[src/rtl/sound_mixer_if.sv]
// Bundle of sound_mixer signals: register/channel inputs, PCM sample outputs and the I2S pins.
// master = APU/register side, slave = the mixer itself.
interface sound_mixer_if;
    logic        sound_enable;
    logic [3:0]  ch1_level;
    logic [3:0]  ch2_level;
    logic [3:0]  ch3_level;
    logic [3:0]  ch4_level;
    logic [7:0]  panning;
    logic [2:0]  left_vol;
    logic [2:0]  right_vol;
    logic [15:0] left;
    logic [15:0] right;
    logic        sample_valid;
    logic        i2s_bclk;
    logic        i2s_lrck;
    logic        i2s_sdata;

    modport master (
        output sound_enable, ch1_level, ch2_level, ch3_level, ch4_level,
        output panning, left_vol, right_vol,
        input  left, right, sample_valid, i2s_bclk, i2s_lrck, i2s_sdata
    );

    modport slave (
        input  sound_enable, ch1_level, ch2_level, ch3_level, ch4_level,
        input  panning, left_vol, right_vol,
        output left, right, sample_valid, i2s_bclk, i2s_lrck, i2s_sdata
    );
endinterface

[src/rtl/sound_mixer.sv]
// Four-channel stereo mixer: pans and scales channel levels once per 64-cycle frame into 16-bit PCM.
// Optional I2S serializer enabled by defining SOUND_MIXER_I2S_EN; otherwise the i2s_* pins are tied low.
module sound_mixer (
    input  logic         clk,
    input  logic         rst,
    sound_mixer_if.slave bus
);

    logic [5:0]  fc_r;
    logic [15:0] left_r;
    logic [15:0] right_r;
    logic        sample_valid_r;
    logic [15:0] levels_s;
    logic [15:0] left_word_s;
    logic [15:0] right_word_s;
    logic        load_s;

    // Sum of the levels whose route bit is set; levels packed {ch4, ch3, ch2, ch1}.
    function automatic logic [5:0] side_sum(input logic [3:0] mask, input logic [15:0] lv);
        logic [5:0] s;
        s = 6'd0;
        for (int i = 0; i < 4; i++) begin
            if (mask[i]) begin
                s = s + {2'b00, lv[i*4 +: 4]};
            end else begin
                s = s;
            end
        end
        return s;
    endfunction

    // Scale by gain vol+1 and place the 9-bit result below a zero sign bit.
    function automatic logic [15:0] mix_word(input logic [5:0] sum, input logic [2:0] vol,
                                             input logic en);
        logic [8:0] prod;
        prod = 9'(sum) * (9'(vol) + 9'd1);
        return en ? {1'b0, prod, 6'd0} : 16'd0;
    endfunction

    assign levels_s = {bus.ch4_level, bus.ch3_level, bus.ch2_level, bus.ch1_level};
    assign load_s   = (fc_r == 6'd63);

    // Per-side sample words from the current inputs; only consumed on the load edge.
    always_comb begin
        left_word_s  = 16'd0;
        right_word_s = 16'd0;
        left_word_s  = mix_word(side_sum(bus.panning[7:4], levels_s), bus.left_vol, bus.sound_enable);
        right_word_s = mix_word(side_sum(bus.panning[3:0], levels_s), bus.right_vol, bus.sound_enable);
    end

    // Frame counter and parallel sample registers.
    always_ff @(posedge clk or posedge rst) begin
        if (rst) begin
            fc_r           <= 6'd0;
            left_r         <= 16'd0;
            right_r        <= 16'd0;
            sample_valid_r <= 1'b0;
        end else begin
            fc_r           <= fc_r + 6'd1;
            sample_valid_r <= load_s;
            if (load_s) begin
                left_r  <= left_word_s;
                right_r <= right_word_s;
            end
        end
    end

    assign bus.left         = left_r;
    assign bus.right        = right_r;
    assign bus.sample_valid = sample_valid_r;

`ifdef SOUND_MIXER_I2S_EN
    logic [31:0] shift_r;
    logic        sdata_r;

    // MSB-first shifter updated as bclk falls; the load edge emits the last bit of the
    // previous frame (right[0]) while capturing the new {left, right} word.
    always_ff @(posedge clk or posedge rst) begin
        if (rst) begin
            shift_r <= 32'd0;
            sdata_r <= 1'b0;
        end else if (load_s) begin
            sdata_r <= shift_r[31];
            shift_r <= {left_word_s, right_word_s};
        end else if (fc_r[0]) begin
            sdata_r <= shift_r[31];
            shift_r <= {shift_r[30:0], 1'b0};
        end
    end

    assign bus.i2s_bclk  = fc_r[0];
    assign bus.i2s_lrck  = fc_r[5];
    assign bus.i2s_sdata = sdata_r;
`else
    assign bus.i2s_bclk  = 1'b0;
    assign bus.i2s_lrck  = 1'b0;
    assign bus.i2s_sdata = 1'b0;
`endif

endmodule
[src/flat_wrapper.sv]
// flat-port wrapper written by rule: the top's interface ports become plain ports
module sound_mixer_flat 
  (clk, rst, bus_sound_enable, bus_ch1_level, bus_ch2_level, bus_ch3_level, bus_ch4_level, bus_panning, bus_left_vol, bus_right_vol, bus_left, bus_right, bus_sample_valid, bus_i2s_bclk, bus_i2s_lrck, bus_i2s_sdata);
  sound_mixer_if bus_i ();
  input  logic clk;
  input  logic rst;
  input wire logic [$bits(bus_i.sound_enable)-1:0] bus_sound_enable;
  input wire logic [$bits(bus_i.ch1_level)-1:0] bus_ch1_level;
  input wire logic [$bits(bus_i.ch2_level)-1:0] bus_ch2_level;
  input wire logic [$bits(bus_i.ch3_level)-1:0] bus_ch3_level;
  input wire logic [$bits(bus_i.ch4_level)-1:0] bus_ch4_level;
  input wire logic [$bits(bus_i.panning)-1:0] bus_panning;
  input wire logic [$bits(bus_i.left_vol)-1:0] bus_left_vol;
  input wire logic [$bits(bus_i.right_vol)-1:0] bus_right_vol;
  output wire logic [$bits(bus_i.left)-1:0] bus_left;
  output wire logic [$bits(bus_i.right)-1:0] bus_right;
  output wire logic [$bits(bus_i.sample_valid)-1:0] bus_sample_valid;
  output wire logic [$bits(bus_i.i2s_bclk)-1:0] bus_i2s_bclk;
  output wire logic [$bits(bus_i.i2s_lrck)-1:0] bus_i2s_lrck;
  output wire logic [$bits(bus_i.i2s_sdata)-1:0] bus_i2s_sdata;
  assign bus_i.sound_enable = bus_sound_enable;
  assign bus_i.ch1_level = bus_ch1_level;
  assign bus_i.ch2_level = bus_ch2_level;
  assign bus_i.ch3_level = bus_ch3_level;
  assign bus_i.ch4_level = bus_ch4_level;
  assign bus_i.panning = bus_panning;
  assign bus_i.left_vol = bus_left_vol;
  assign bus_i.right_vol = bus_right_vol;
  assign bus_left = bus_i.left;
  assign bus_right = bus_i.right;
  assign bus_sample_valid = bus_i.sample_valid;
  assign bus_i2s_bclk = bus_i.i2s_bclk;
  assign bus_i2s_lrck = bus_i.i2s_lrck;
  assign bus_i2s_sdata = bus_i.i2s_sdata;
  sound_mixer u_core (.clk(clk), .rst(rst), .bus(bus_i));
endmodule
[config.mk]
export PLATFORM = sky130hd
export DESIGN_NAME = sound_mixer_flat
export DESIGN_NICKNAME = d
export VERILOG_FILES = /design/src/rtl/sound_mixer_if.sv /design/src/rtl/sound_mixer.sv /design/src/flat_wrapper.sv
export SDC_FILE = /design/constraint.sdc
export NUM_CORES = 1
export LEC_CHECK = 0
export ABC_AREA = 0
export CAP_MARGIN = 0
export CORE_UTILIZATION = 35
export DETAILED_ROUTE_END_ITERATION = 10
export GPL_ROUTABILITY_DRIVEN = 1
export HOLD_SLACK_MARGIN = 0.1
export PLACE_DENSITY_LB_ADDON = 0.1
export SYNTH_ARGS = -nofsm -noshare
export SYNTH_HDL_FRONTEND = slang
export SYNTH_SLANG_ARGS = --single-unit
[constraint.sdc]
create_clock -name clk -period 3.7 [get_ports clk]
set_input_delay 0.74 -clock clk [delete_from_list [all_inputs] [get_ports clk]]
set_output_delay 0.74 -clock clk [all_outputs]
set_load 0.01 [all_outputs]
# After elaboration in Yosys (flattened, before gate mapping)
# Index checks and enable logic that the tools add are counted.
[totals]
register_bits = 39
latch_bits = 0
mem_bits_rw = 0
mem_bits_ro = 0
out_inout_bits = 36
wordCells = 26
n_memories = 0
[op_classes]
add_sub_neg = 9
n_mul = 2
n_div = 0
n_lt_le_gt_ge = 0
eq_ne = 1
n_shift = 0
muxes = 10
n_bitwise = 0
reduce_logical = 0
[ops]
columns = ["operator", "count"]
rows = [
  ["6-bit 2-to-1 mux", 6],
  ["15-bit 2-to-1 mux", 2],
  ["6-bit by 4-bit adder with 6-bit output", 4],
  ["6-bit by 9-bit multiplier with 9-bit output", 2],
  ["4-bit by 4-bit adder with 5-bit output", 2],
  ["3-bit by 1-bit adder with 4-bit output (second input constant)", 2],
  ["4-bit 2-to-1 mux", 2],
  ["6-bit by 1-bit adder with 6-bit output (second input constant)", 1],
  ["6-bit equality test (second input constant)", 1],
]

# Depth between registers and ports, before layout
# Gate-level depths: netlist of the first run.
[logic_depth]
depth_word = 9
ltp_mapped = 29
ltp_nobuf = 29

# Worst setup path before layout of the first run
# OpenSTA, ideal clock, no wires.
[synth_timing]
path_type = "input port to flip-flop"
from = "input bus_ch1_level[0]"
to = "register u_core.left_r[14] (netlist: u_core.bus.left[14])"
setup_time_ps = 122
arrival_ps = 6545
required_ps = 3578
setup_slack_ps = -2967
path_stages = 27
cell_sequence = "and2_1 ha_1 inv_1 fa_1 nor2b_1 nand3b_1 xor2_1 ha_1 a21oi_1 xnor2_1 mux2_2 ha_1 nor3_1 nor2_1 mux2_2 and2_1 fa_1 inv_1 fa_1 inv_1 ha_1 nor2b_1 o21a_1 o21a_1 a311o_1 or3_1 a32o_1"
[synth_between]
elab_chain_len = 9
[synth_lines]
columns = ["item", "line_no", "text"]
rows = [
  ["from (decl)", "flat_wrapper.sv:8", "input wire logic [$bits(bus_i.ch1_level)-1:0] bus_ch1_level;"],
  ["4-bit 2-to-1 mux (*)", "sound_mixer.sv:23", "if (mask[i]) begin"],
  ["4-bit by 4-bit adder with 5-bit output", "sound_mixer.sv:24", "s = s + {2'b00, lv[i*4 +: 4]};"],
  ["6-bit 2-to-1 mux (*)", "sound_mixer.sv:23", ""],
  ["6-bit by 4-bit adder with 6-bit output", "sound_mixer.sv:24", ""],
  ["6-bit 2-to-1 mux (*)", "sound_mixer.sv:23", ""],
  ["6-bit by 4-bit adder with 6-bit output", "sound_mixer.sv:24", ""],
  ["6-bit 2-to-1 mux (*)", "sound_mixer.sv:23", ""],
  ["6-bit by 9-bit multiplier with 9-bit output (*)", "sound_mixer.sv:36", "prod = 9'(sum) * (9'(vol) + 9'd1);"],
  ["15-bit 2-to-1 mux (*)", "sound_mixer.sv:37", "return en ? {1'b0, prod, 6'd0} : 16'd0;"],
  ["to (signal assigned)", "sound_mixer.sv:62", "left_r <= left_word_s;"],
  ["to (decl)", "sound_mixer.sv:10", "logic [15:0] left_r;"],
]
# Every way passes the cells marked *; elsewhere a longest branch is shown, timed or not.
# A chain may end at the register's enable or synchronous reset.

# Worst setup path in the final report of the first run
# Ends and elaborated chain as after synthesis.

==> flow_metrics.tcl, run 1 <==
set metrics [dict create \
    drv_slew 0 \
    postSynth.asyncResetShare_pct 100 \
    design.final.nets 711 \
    finalWeightedCongestion 0.789 \
    synth_cell_types 43 \
    critical_path.reg2reg.startpoint "u_core.fc_r[0]" \
    finalInstanceArea_sq_um 6090 \
    design.die.area_sq_um 10800 \
    peakVddDrop_uv 140 \
    cts_hold_buf 0 \
    drt.antenna.violating_nets 0 \
    drv_cap 0 \
    total_power_consumption_of_the_routed_design_mw 2.10 \
    ys_dominant_reg_cell "sky130_fd_sc_hd__dfrtp_1" \
    netlist.area_leader.share_pct 17.3 \
    clock_tree.root_cell "sky130_fd_sc_hd__clkbuf_8" \
    cts.clk_slew.worst_paths_ns 0.09 \
    clock_tree.htree_level_count 1 \
    grt_pass1_wl_um 16200 \
    hold_path_startpoint "u_core.bus.right[7]" \
    synth.yosys.warnings 0 \
    synthCells 419 \
    slowest_stage "sky130_fd_sc_hd__fa_2" \
    clock_path_buffers 2 \
    dr_total_vias 3461 \
    largest_net_degree_at_the_start_of_global_routing 26 \
    post_dp_cell_area_sq_um 5260 \
    ioPinCount 69 \
    tritoncts "built" \
    placement_rows 36 \
    timing.slew.headroom_pct 34.7 \
    synth-edff-count 0 \
    grt_setup_unrepaired "yes" \
    fill_cell_instance_count_of_the_final_layout 827 \
    cp_data_required_time_ns 3.86 \
    post_synthesis_sequential_element_count 25 \
    numPlacedInstances 703 \
    worst_ep_arrival_time_ns 6.44 \
    power_density_nw_per_um2 345 \
    num_antenna_cells 0 \
    clock.fmax_mhz 159 \
    fin_cells 739 \
    outcome "finished with violations" \
    post_drt_via_cell_ratio 4.68 \
    clock_sink_count 25 \
    insertion_delay_ns 0.27 \
    slowest_delay_ns 0.53 \
    drc 0 \
    timing_hold_violations_final 0 \
    yosys-top-cells-area "sky130_fd_sc_hd__dfrtp_1 (17%), sky130_fd_sc_hd__ha_1 (17%), sky130_fd_sc_hd__fa_1 (12%), sky130_fd_sc_hd__inv_1 (5.5%), sky130_fd_sc_hd__xnor2_1 (3.6%)" \
    holdCritPathClass "reg -> reg" \
    drt-pass1-iter-count 4 \
    mappedNetlistArea_sq_um 3620 \
    post_drt_wl_per_cell_um 12.9 \
    worst_path_maximum_fanout 4 \
    floorplan.initialDensity_pct 36.6 \
    critPathLaunch "bus_ch1_level[0]" \
    track_usage_pct 17.9 \
    yosysTopAreaCell "sky130_fd_sc_hd__dfrtp_1" \
    violated_checks "setup timing" \
    globalRouteOverflowTotal 0 \
    grt_pass1_vias 3577 \
    min_period_over_period_pct 170 \
    grt_antenna_before_repair 0 \
    multiInputGateArea_sq_um 3420 \
    die_y_um 104 \
    detailedRoute.firstIterationViolations 67 \
    synth.yosys.seq_area_share_pct 17.3 \
    path_class "in -> reg" \
    cts_buffers 3 \
    die-width_um 104 \
    area.sequential_sq_um 626 \
    critPathCaptureType "flop" \
    setup_viol_count_final 16 \
    power.static_leakage_nw 2.91 \
    core_region_area_sq_um 9910 \
    layout_setup_ws_ns -2.58 \
    finalWorstPathRequiredPeriod_ns 6.28 \
    place.port_buffers 51 \
    tightestPinTransition_ns 0.978 \
    total_wire_length_after_detailed_routing_um 9550 \
    detailedPlacementHpwl_um 7650 \
    syn_avg_cell_area_sq_um 8.64 \
    post_route_cells_drive_above_1_share_pct 45.7 \
    layout-area-overhead-vs-synth_pct 68.1 \
    clock_skew_ns 0.00496 \
    critical_path.startpoint_type "primary input" \
]
## Yosys cell counts (11+ instances only)
cell / number
sky130_fd_sc_hd__mux2_2: 11
sky130_fd_sc_hd__xor2_1: 14
sky130_fd_sc_hd__ha_1: 49
sky130_fd_sc_hd__a21oi_1: 16
sky130_fd_sc_hd__dfrtp_1: 25
sky130_fd_sc_hd__inv_1: 53
sky130_fd_sc_hd__o21ai_0: 20
sky130_fd_sc_hd__buf_4: 17
sky130_fd_sc_hd__xnor2_1: 15
sky130_fd_sc_hd__nand2b_1: 11
sky130_fd_sc_hd__nand3_1: 11
sky130_fd_sc_hd__and2_1: 15
sky130_fd_sc_hd__nor2_1: 22
sky130_fd_sc_hd__fa_1: 22
sky130_fd_sc_hd__nor2b_1: 14
sky130_fd_sc_hd__nand2_1: 33
## layout make-up
| cell class | instances | share of cell area (%) |
|---|---|---|
| clock buffers | 4 | 0.740 |
| inverters | 53 | 3.31 |
| multi-input cells | 334 | 56.2 |
| flip-flops and latches | 25 | 10.3 |
| well taps | 133 | 2.73 |
| repair buffers | 190 | 26.8 |
## per-stage QoR
| step | util (%) | setup slack (ns) | TNS (ns) | hold slack [ns] |
|---|---|---|---|---|
| 3_3_place_gp | 53.1 | -3.22 | -35.11 | 0.456 |
| 5_1_grt | 61.5 | -2.78 | -26.79 | 0.502 |
| 6_report | 61.5 | -2.58 | -24.15 | 0.480 |
| 3_5_place_dp | 53.1 | -3.41 | -36.28 | 0.463 |
| 4_1_cts | 57.4 | -2.61 | -23.45 | 0.482 |
| 2_1_floorplan | - | -2.59 | -23.09 | 0.439 |
## where the power goes
part | leakage (nW) | internal [mW] | switching (mW)
combinational | 2.63 | 0.939 | 0.728
sequential | 0.256 | 0.273 | 0
clock | 0.0228 | 0.0770 | 0.0854
total | 2.91 | 1.29 | 0.813
## state kept, by name, indices dropped and copies added (netlist names)
signal	cells
u_core.bus.left	9
u_core.fc_r	6
u_core.bus.right	9
u_core.bus.sample_valid	1
## kinds of logic (layout without fill, tap and decap cells)
group | Yosys count | count (layout) | synth area share (%)
AND/OR/NAND/NOR | 124 | 124 | 17.4
XOR/XNOR | 29 | 29 | 7.01
AO/OA/AOI/OAI | 73 | 73 | 13.6
flip-flops | 25 | 25 | 17.3
adder cells (fa/ha/maj) | 73 | 73 | 29.6
multiplexers | 18 | 18 | 5.35
buffers and inverters | 76 | 247 | 9.67
other | 1 | 17 | 0.104
## routing by layer
metal,wire length [um],track usage [%]
met2,4950,33.6
met5,0,0
met1,4370,22.7
met3,161,1.38
met4,78,2.45
## path summary, 6_finish.rpt
path	end	slack (ns)	cells after the start
worst min-delay path	u_core.bus.right[7]	0.48	2
worst max register to register	u_core.bus.right[14]	1.40	9
max in group asynchronous	u_core.fc_r[4]	2.11	2
worst max-delay path	u_core.bus.left[14]	-2.58	30
worst min register to register	u_core.bus.right[7]	0.48	2
min in group asynchronous	u_core.bus.right[8]	1.00	2
## timing repair
| item | CTS | global route |
|---|---|---|
| cloned | 0 | 0 |
| endpoints found under the hold margin | 0 | 0 |
| buffers inserted | 16 | 21 |
| endpoints found under the setup margin | 16 | 16 |
| gates resized for setup | 88 | 50 |
| pin swaps | 84 | 66 |
## cell usage in the layout, fill, tap and decap left out, types with 4 or more instances in the layout
cell type	n
sky130_fd_sc_hd__o21ai_2	4
sky130_fd_sc_hd__xnor2_1	9
sky130_fd_sc_hd__or2_2	4
sky130_fd_sc_hd__conb_1	17
sky130_fd_sc_hd__mux2i_1	4
sky130_fd_sc_hd__dfrtp_1	25
sky130_fd_sc_hd__and2_4	7
sky130_fd_sc_hd__nand3_1	7
sky130_fd_sc_hd__o21a_1	7
sky130_fd_sc_hd__nor2b_1	7
sky130_fd_sc_hd__and2_1	8
sky130_fd_sc_hd__nand2b_1	9
sky130_fd_sc_hd__clkdlybuf4s50_1	44
sky130_fd_sc_hd__xnor2_2	6
sky130_fd_sc_hd__nor2_1	18
sky130_fd_sc_hd__a21o_1	6
sky130_fd_sc_hd__inv_1	40
sky130_fd_sc_hd__a21oi_1	6
sky130_fd_sc_hd__ha_1	26
sky130_fd_sc_hd__nor2b_4	6
sky130_fd_sc_hd__fa_1	13
sky130_fd_sc_hd__fa_2	9
sky130_fd_sc_hd__nand3_2	4
sky130_fd_sc_hd__o21ai_1	11
sky130_fd_sc_hd__o21bai_1	4
sky130_fd_sc_hd__o21ai_0	5
sky130_fd_sc_hd__nand2_1	28
sky130_fd_sc_hd__a21oi_2	8
sky130_fd_sc_hd__ha_4	23
sky130_fd_sc_hd__mux2_4	8
sky130_fd_sc_hd__inv_2	12
sky130_fd_sc_hd__xor2_1	11
sky130_fd_sc_hd__buf_6	20
sky130_fd_sc_hd__buf_4	122
## worst max-delay path: cells and delay by family
kind                       cells  cell delay, ns
and+or+nand+nor                8            1.02
adders and majority gates      7            2.63
buffers and inverters          6            0.39
muxes                          2            0.48
AOI/OAI and AO/OA              7            1.17
Power figures use the tool's default switching activity.
==> run 2, diff against run 1 <==
--- a/config.mk
+++ b/config.mk
@@ -7,11 +7,13 @@
 export LEC_CHECK = 0
 export ABC_AREA = 0
 export CAP_MARGIN = 0
+export CORE_MARGIN = 2
 export CORE_UTILIZATION = 35
 export DETAILED_ROUTE_END_ITERATION = 10
 export GPL_ROUTABILITY_DRIVEN = 1
 export HOLD_SLACK_MARGIN = 0.1
 export PLACE_DENSITY_LB_ADDON = 0.1
+export REMOVE_ABC_BUFFERS = 1
 export SYNTH_ARGS = -nofsm -noshare
 export SYNTH_HDL_FRONTEND = slang
 export SYNTH_SLANG_ARGS = --single-unit
==> flow_metrics.tcl, run 2 (synthesized netlist as in run 1, its figures left out) <==
set metrics [dict create \
    die_y_um 106 \
    post_drt_via_cell_ratio 4.64 \
    tritoncts "built" \
    final.setup.tns_ns -25.77 \
    clock_skew_ns 0.00169 \
    timing_hold_violations_final 0 \
    detailedPlacementHpwl_um 7400 \
    drv_slew 0 \
    slowest_delay_ns 0.50 \
    globalRouteOverflowTotal 0 \
    worst_path_maximum_fanout 3 \
    placement_rows 37 \
    worst_hold_margin_ns 0.473 \
    cp.depth 29 \
    holdCritPathClass "reg -> reg" \
    power.static_leakage_nw 2.90 \
    clock_tree.htree_level_count 1 \
    timing.slew.headroom_pct 35.6 \
    tightestPinTransition_ns 0.965 \
    post_drt_wl_per_cell_um 13.5 \
    final_common_cell "sky130_fd_sc_hd__buf_4" \
    num_antenna_cells 0 \
    drc 0 \
    clock_tree.root_cell "sky130_fd_sc_hd__clkbuf_8" \
    floorplan.initialDensity_pct 35.6 \
    largest_net_degree_at_the_start_of_global_routing 26 \
    track_usage_pct 18.4 \
    total_wire_length_after_detailed_routing_um 10200 \
    dr_total_vias 3495 \
    drt.antenna.violating_nets 0 \
    clock.fmax_mhz 156 \
    path_class "in -> reg" \
    clock_sink_count 25 \
    critical_path.n_buffers_inverters 6 \
    critPathMostFrequentCell "sky130_fd_sc_hd__ha_4" \
    outcome "finished with violations" \
    post_route_cells_drive_above_1_share_pct 45.1 \
    layout_setup_ws_ns -2.70 \
    pre_cts_slack_ns -3.65 \
    fill_cell_instance_count_of_the_final_layout 876 \
    layout-area-overhead-vs-synth_pct 68.0 \
    total_power_consumption_of_the_routed_design_mw 2.07 \
    violated_checks "setup timing" \
    finalWorstPathRequiredPeriod_ns 6.40 \
    grt_antenna_before_repair 0 \
    insertion_delay_ns 0.27 \
    power_density_nw_per_um2 340 \
    numPlacedInstances 712 \
    ioPinCount 69 \
    cts.clk_slew.worst_paths_ns 0.09 \
    holdPathStages 1 \
    cpLargestDelayFamily "adder cells" \
    clock_path_buffers 2 \
    finalWeightedCongestion 0.797 \
    cts_buffers 3 \
    worst_ep_arrival_time_ns 6.56 \
    critPathCaptureType "flop" \
    place.port_buffers 51 \
    drt-pass1-iter-count 5 \
    design.final.nets 722 \
    slowest_stage "sky130_fd_sc_hd__fa_1" \
    core_region_area_sq_um 10200 \
    grt_setup_unrepaired "yes" \
    most-common-layout-cells "sky130_fd_sc_hd__buf_4 (139), sky130_fd_sc_hd__clkdlybuf4s50_1 (45), sky130_fd_sc_hd__inv_1 (40)" \
    critical_path.startpoint_type "primary input" \
    min_period_over_period_pct 173 \
    design.die.area_sq_um 11200 \
    drv_cap 0 \
    timing.reg2reg.worst_path_depth 9 \
    setup_viol_count_final 16 \
    grt_pass1_vias 3783 \
    die-width_um 106 \
    detailedRoute.firstIterationViolations 67 \
    grt_pass1_wl_um 17000 \
    fin_cells 753 \
    peakVddDrop_uv 295 \
    cp_data_required_time_ns 3.86 \
]
run 2: changes by cell type in the layout (fill, tap and decap cells not counted), sizes merged:
cell           delta
buf              +10
clkbuf            -1
clkdlybuf4s50     +1
clkinvlp          +1
dlygate4sd2       +1
dlymetal6s2s      -1
run 2: power by group:
part           total [mW]  leakage (nW)  internal [mW]  switching, mW
Sequential          0.273         0.256          0.273              0
Combinational        1.63          2.63          0.904          0.725
Clock               0.164        0.0217         0.0763         0.0882
run 2: area by class of cell:
| cell class | instances | area (sq um) | share of cell area (%) |
|---|---|---|---|
| clock buffers | 3 | 41.3 | 0.678 |
| clock inverters | 1 | 7.51 | 0.123 |
| flip-flops and latches | 25 | 626 | 10.3 |
| inverters | 53 | 201 | 3.31 |
| repair buffers | 201 | 1680 | 27.6 |
| multi-input cells | 334 | 3360 | 55.2 |
| well taps | 136 | 170 | 2.80 |
run 2: timing repair:
item | CTS | global route
setup buffers | 66 | 13
resized for setup | 145 | 36
setup endpoints to repair | 16 | 16
pin swaps | 97 | 48
hold buffers | 0 | 0
hold endpoints to repair | 0 | 0
run 2: path summary, 6_finish.rpt:
| kind | from | endpoint | slack, ns |
|---|---|---|---|
| worst max register to register | u_core.fc_r[0] | u_core.bus.right[14] | 1.46 |
| worst min register to register | u_core.fc_r[4] | u_core.fc_r[4] | 0.47 |
| max in group asynchronous | rst | u_core.fc_r[5] | 2.13 |
| min in group asynchronous | rst | u_core.bus.left[13] | 0.99 |
| worst min-delay path | u_core.fc_r[4] | u_core.fc_r[4] | 0.47 |
| worst max-delay path | bus_panning[4] | u_core.bus.left[14] | -2.70 |
run 2: per-layer routing:
layer | routed length (um) | vias up | track usage (%)
li1 | - | 1768 | -
met1 | 4610 | 1653 | 23.3
met2 | 5120 | 62 | 33.7
met3 | 341 | 12 | 2.23
met4 | 109 | 0 | 3.20
met5 | 0 | - | 0
run 2: through the flow:
| stage | util [%] | instance area (sq um) |
|---|---|---|
| global route | 59.8 | 6090 |
| floorplan | - | 3530 |
| finish | 59.8 | 6090 |
| CTS | 57.2 | 5830 |
| global placement | 49.7 | 5060 |
| detailed placement | 49.7 | 5060 |
==> run 3, diff against run 2 <==
--- a/config.mk
+++ b/config.mk
@@ -12,7 +12,7 @@
 export DETAILED_ROUTE_END_ITERATION = 10
 export GPL_ROUTABILITY_DRIVEN = 1
 export HOLD_SLACK_MARGIN = 0.1
-export PLACE_DENSITY_LB_ADDON = 0.1
+export PLACE_DENSITY = 0.62
 export REMOVE_ABC_BUFFERS = 1
 export SYNTH_ARGS = -nofsm -noshare
 export SYNTH_HDL_FRONTEND = slang
==> constraint.sdc (replaced) <==
create_clock -name clk -period 3.7 [get_ports clk]
set_input_delay 0.74 -clock clk [delete_from_list [all_inputs] [get_ports clk]]
set_output_delay 0.74 -clock clk [all_outputs]
set_load 0.05 [all_outputs]
==> flow_metrics.tcl, run 3 (synthesized netlist as in run 1, its figures left out) <==
set metrics [dict create \
    outcome "finished with violations" \
    violated_checks "setup timing" \
    globalRouteOverflowTotal 0 \
    critPathCaptureType "flop" \
    ioPinCount 69 \
    final_util_pct 58.7 \
    post_route_cells_drive_above_1_share_pct 43.7 \
    insertion_delay_ns 0.27 \
    final_common_cell "sky130_fd_sc_hd__buf_4" \
    pre_cts_slack_ns -3.73 \
    largest_net_degree_at_the_start_of_global_routing 26 \
    finalWorstPathRequiredPeriod_ns 6.39 \
    critical_path.startpoint_type "primary input" \
    design.die.area_sq_um 11200 \
    place.port_buffers 51 \
    drt.antenna.violating_nets 0 \
    num_antenna_cells 0 \
    timing_hold_violations_final 0 \
    clock_skew_ns 0.00290 \
    worst_ep_arrival_time_ns 6.56 \
    grt_antenna_before_repair 0 \
    cts_hold_buf 0 \
    most-common-layout-cells "sky130_fd_sc_hd__buf_4 (123), sky130_fd_sc_hd__clkdlybuf4s50_1 (44), sky130_fd_sc_hd__inv_1 (41)" \
    cp_data_required_time_ns 3.87 \
    path_class "in -> reg" \
    drc 0 \
    placement_rows 37 \
    layout_setup_ws_ns -2.69 \
    cts_buffers 3 \
    drt-pass1-iter-count 4 \
    dr_total_vias 3496 \
    timing.slew.headroom_pct 37.7 \
    clock.fmax_mhz 157 \
    die-width_um 106 \
    die_y_um 106 \
    grt_pass1_wl_um 16400 \
    power_density_nw_per_um2 348 \
    tightestPinTransition_ns 0.934 \
    finalWeightedCongestion 0.883 \
    clock_tree.root_cell "sky130_fd_sc_hd__clkbuf_8" \
    track_usage_pct 17.7 \
    post_drt_wl_per_cell_um 13.5 \
    finalInstanceArea_sq_um 5980 \
    clock_tree.htree_level_count 1 \
    clock_sink_count 25 \
    grt_pass1_vias 3729 \
    core_region_area_sq_um 10200 \
    peakVddDrop_uv 200 \
    holdCritPathClass "reg -> reg" \
    worst_hold_margin_ns 0.470 \
    fill_cell_instance_count_of_the_final_layout 840 \
    setup_viol_count_final 16 \
    post_dp_cell_area_sq_um 5000 \
    drv_cap 0 \
    power.static_leakage_nw 2.82 \
    tritoncts "built" \
    detailedPlacementHpwl_um 7390 \
    layout-area-overhead-vs-synth_pct 65.0 \
    clock_path_buffers 2 \
    grt_setup_unrepaired "yes" \
    design.final.nets 705 \
    min_period_over_period_pct 173 \
    total_wire_length_after_detailed_routing_um 9940 \
    post_drt_via_cell_ratio 4.75 \
    detailedRoute.firstIterationViolations 86 \
    worst_path_maximum_fanout 3 \
    drv_slew 0 \
    cts.clk_slew.worst_paths_ns 0.09 \
    floorplan.initialDensity_pct 35.6 \
]
==> run 3: cell types whose count changed in the layout (fill, tap and decap cells not counted), sizes merged <==
cell,change
buf,-17
clkbuf,+1
clkdlybuf4s50,-1
clkinv,+1
clkinvlp,-1
dlygate4sd2,-1
dlymetal6s2s,+1
==> run 3: metrics by stage <==
step	instances	power, mW	setup TNS [ns]
2_1_floorplan	412	0.943	-26.56
3_3_place_gp	704	1.36	-38.59
3_5_place_dp	704	1.39	-40.56
4_1_cts	731	1.86	-24.47
5_1_grt	736	2.26	-27.77
6_report	736	2.08	-24.97
==> run 3: area by class of cell <==
class | count | area (sq um) | share of cell area [%]
inverter | 53 | 199 | 3.33
clock buffer | 3 | 41.3 | 0.691
timing repair buffer | 184 | 1540 | 25.8
sequential | 25 | 626 | 10.5
multi-input combinational | 334 | 3390 | 56.8
tap | 136 | 170 | 2.85
clock inverter | 1 | 5.00 | 0.0837
==> run 3: worst max-delay path, stage by stage <==
cell,delay [ns]
sky130_fd_sc_hd__buf_6,0.10
sky130_fd_sc_hd__and2_4,0.16
sky130_fd_sc_hd__ha_4,0.15
sky130_fd_sc_hd__inv_2,0.05
sky130_fd_sc_hd__fa_2,0.45
sky130_fd_sc_hd__mux2i_4,0.20
sky130_fd_sc_hd__ha_1,0.27
sky130_fd_sc_hd__a21o_1,0.21
sky130_fd_sc_hd__a21oi_2,0.19
sky130_fd_sc_hd__xnor2_1,0.09
sky130_fd_sc_hd__mux2_4,0.28
sky130_fd_sc_hd__ha_4,0.23
sky130_fd_sc_hd__nor3_2,0.24
sky130_fd_sc_hd__nor2_1,0.08
sky130_fd_sc_hd__mux2_4,0.27
sky130_fd_sc_hd__and2_4,0.14
sky130_fd_sc_hd__fa_1,0.51
sky130_fd_sc_hd__inv_1,0.05
sky130_fd_sc_hd__fa_1,0.49
sky130_fd_sc_hd__inv_2,0.05
sky130_fd_sc_hd__ha_4,0.26
sky130_fd_sc_hd__nor2b_4,0.13
sky130_fd_sc_hd__o21a_1,0.13
sky130_fd_sc_hd__o21a_1,0.15
sky130_fd_sc_hd__nor4_1,0.06
sky130_fd_sc_hd__a311o_1,0.30
sky130_fd_sc_hd__or3_1,0.35
sky130_fd_sc_hd__a32o_1,0.22
==> run 3: metal layers <==
layer / vias to the layer above / track usage, % / routed length, um
met5: - / 0 / 0
met4: 0 / 2.91 / 89
met3: 14 / 2.41 / 320
met2: 66 / 32.8 / 5080
met1: 1679 / 22.2 / 4450
li1: 1737 / - / -
==> run 3: power by group <==
part           switching, mW  internal (mW)  leakage (nW)
Sequential                 0          0.273         0.256
Combinational          0.754          0.890          2.54
Clock                 0.0878         0.0754        0.0255
Total                  0.842           1.24          2.82
==> run 3: path summary, 6_finish.rpt <==
path | to | start | slack, ns | depth (start not counted)
setup / recovery | u_core.bus.left[14] | bus_panning[4] | -2.69 | 28
hold / removal | u_core.bus.right[7] | u_core.bus.right[7] | 0.47 | 2
setup reg to reg | u_core.bus.right[14] | u_core.fc_r[0] | 1.48 | 9
hold reg to reg | u_core.bus.right[7] | u_core.bus.right[7] | 0.47 | 2
max in group asynchronous | u_core.bus.sample_valid | rst | 2.16 | 2
min in group asynchronous | u_core.fc_r[4] | rst | 0.97 | 2
==> run 3: timing repair <==
action	in CTS	in global routing
resized for setup	128	52
buffers inserted	24	8
pin swaps	92	60
endpoints found under the hold margin	0	0
endpoints found under the setup margin	16	16
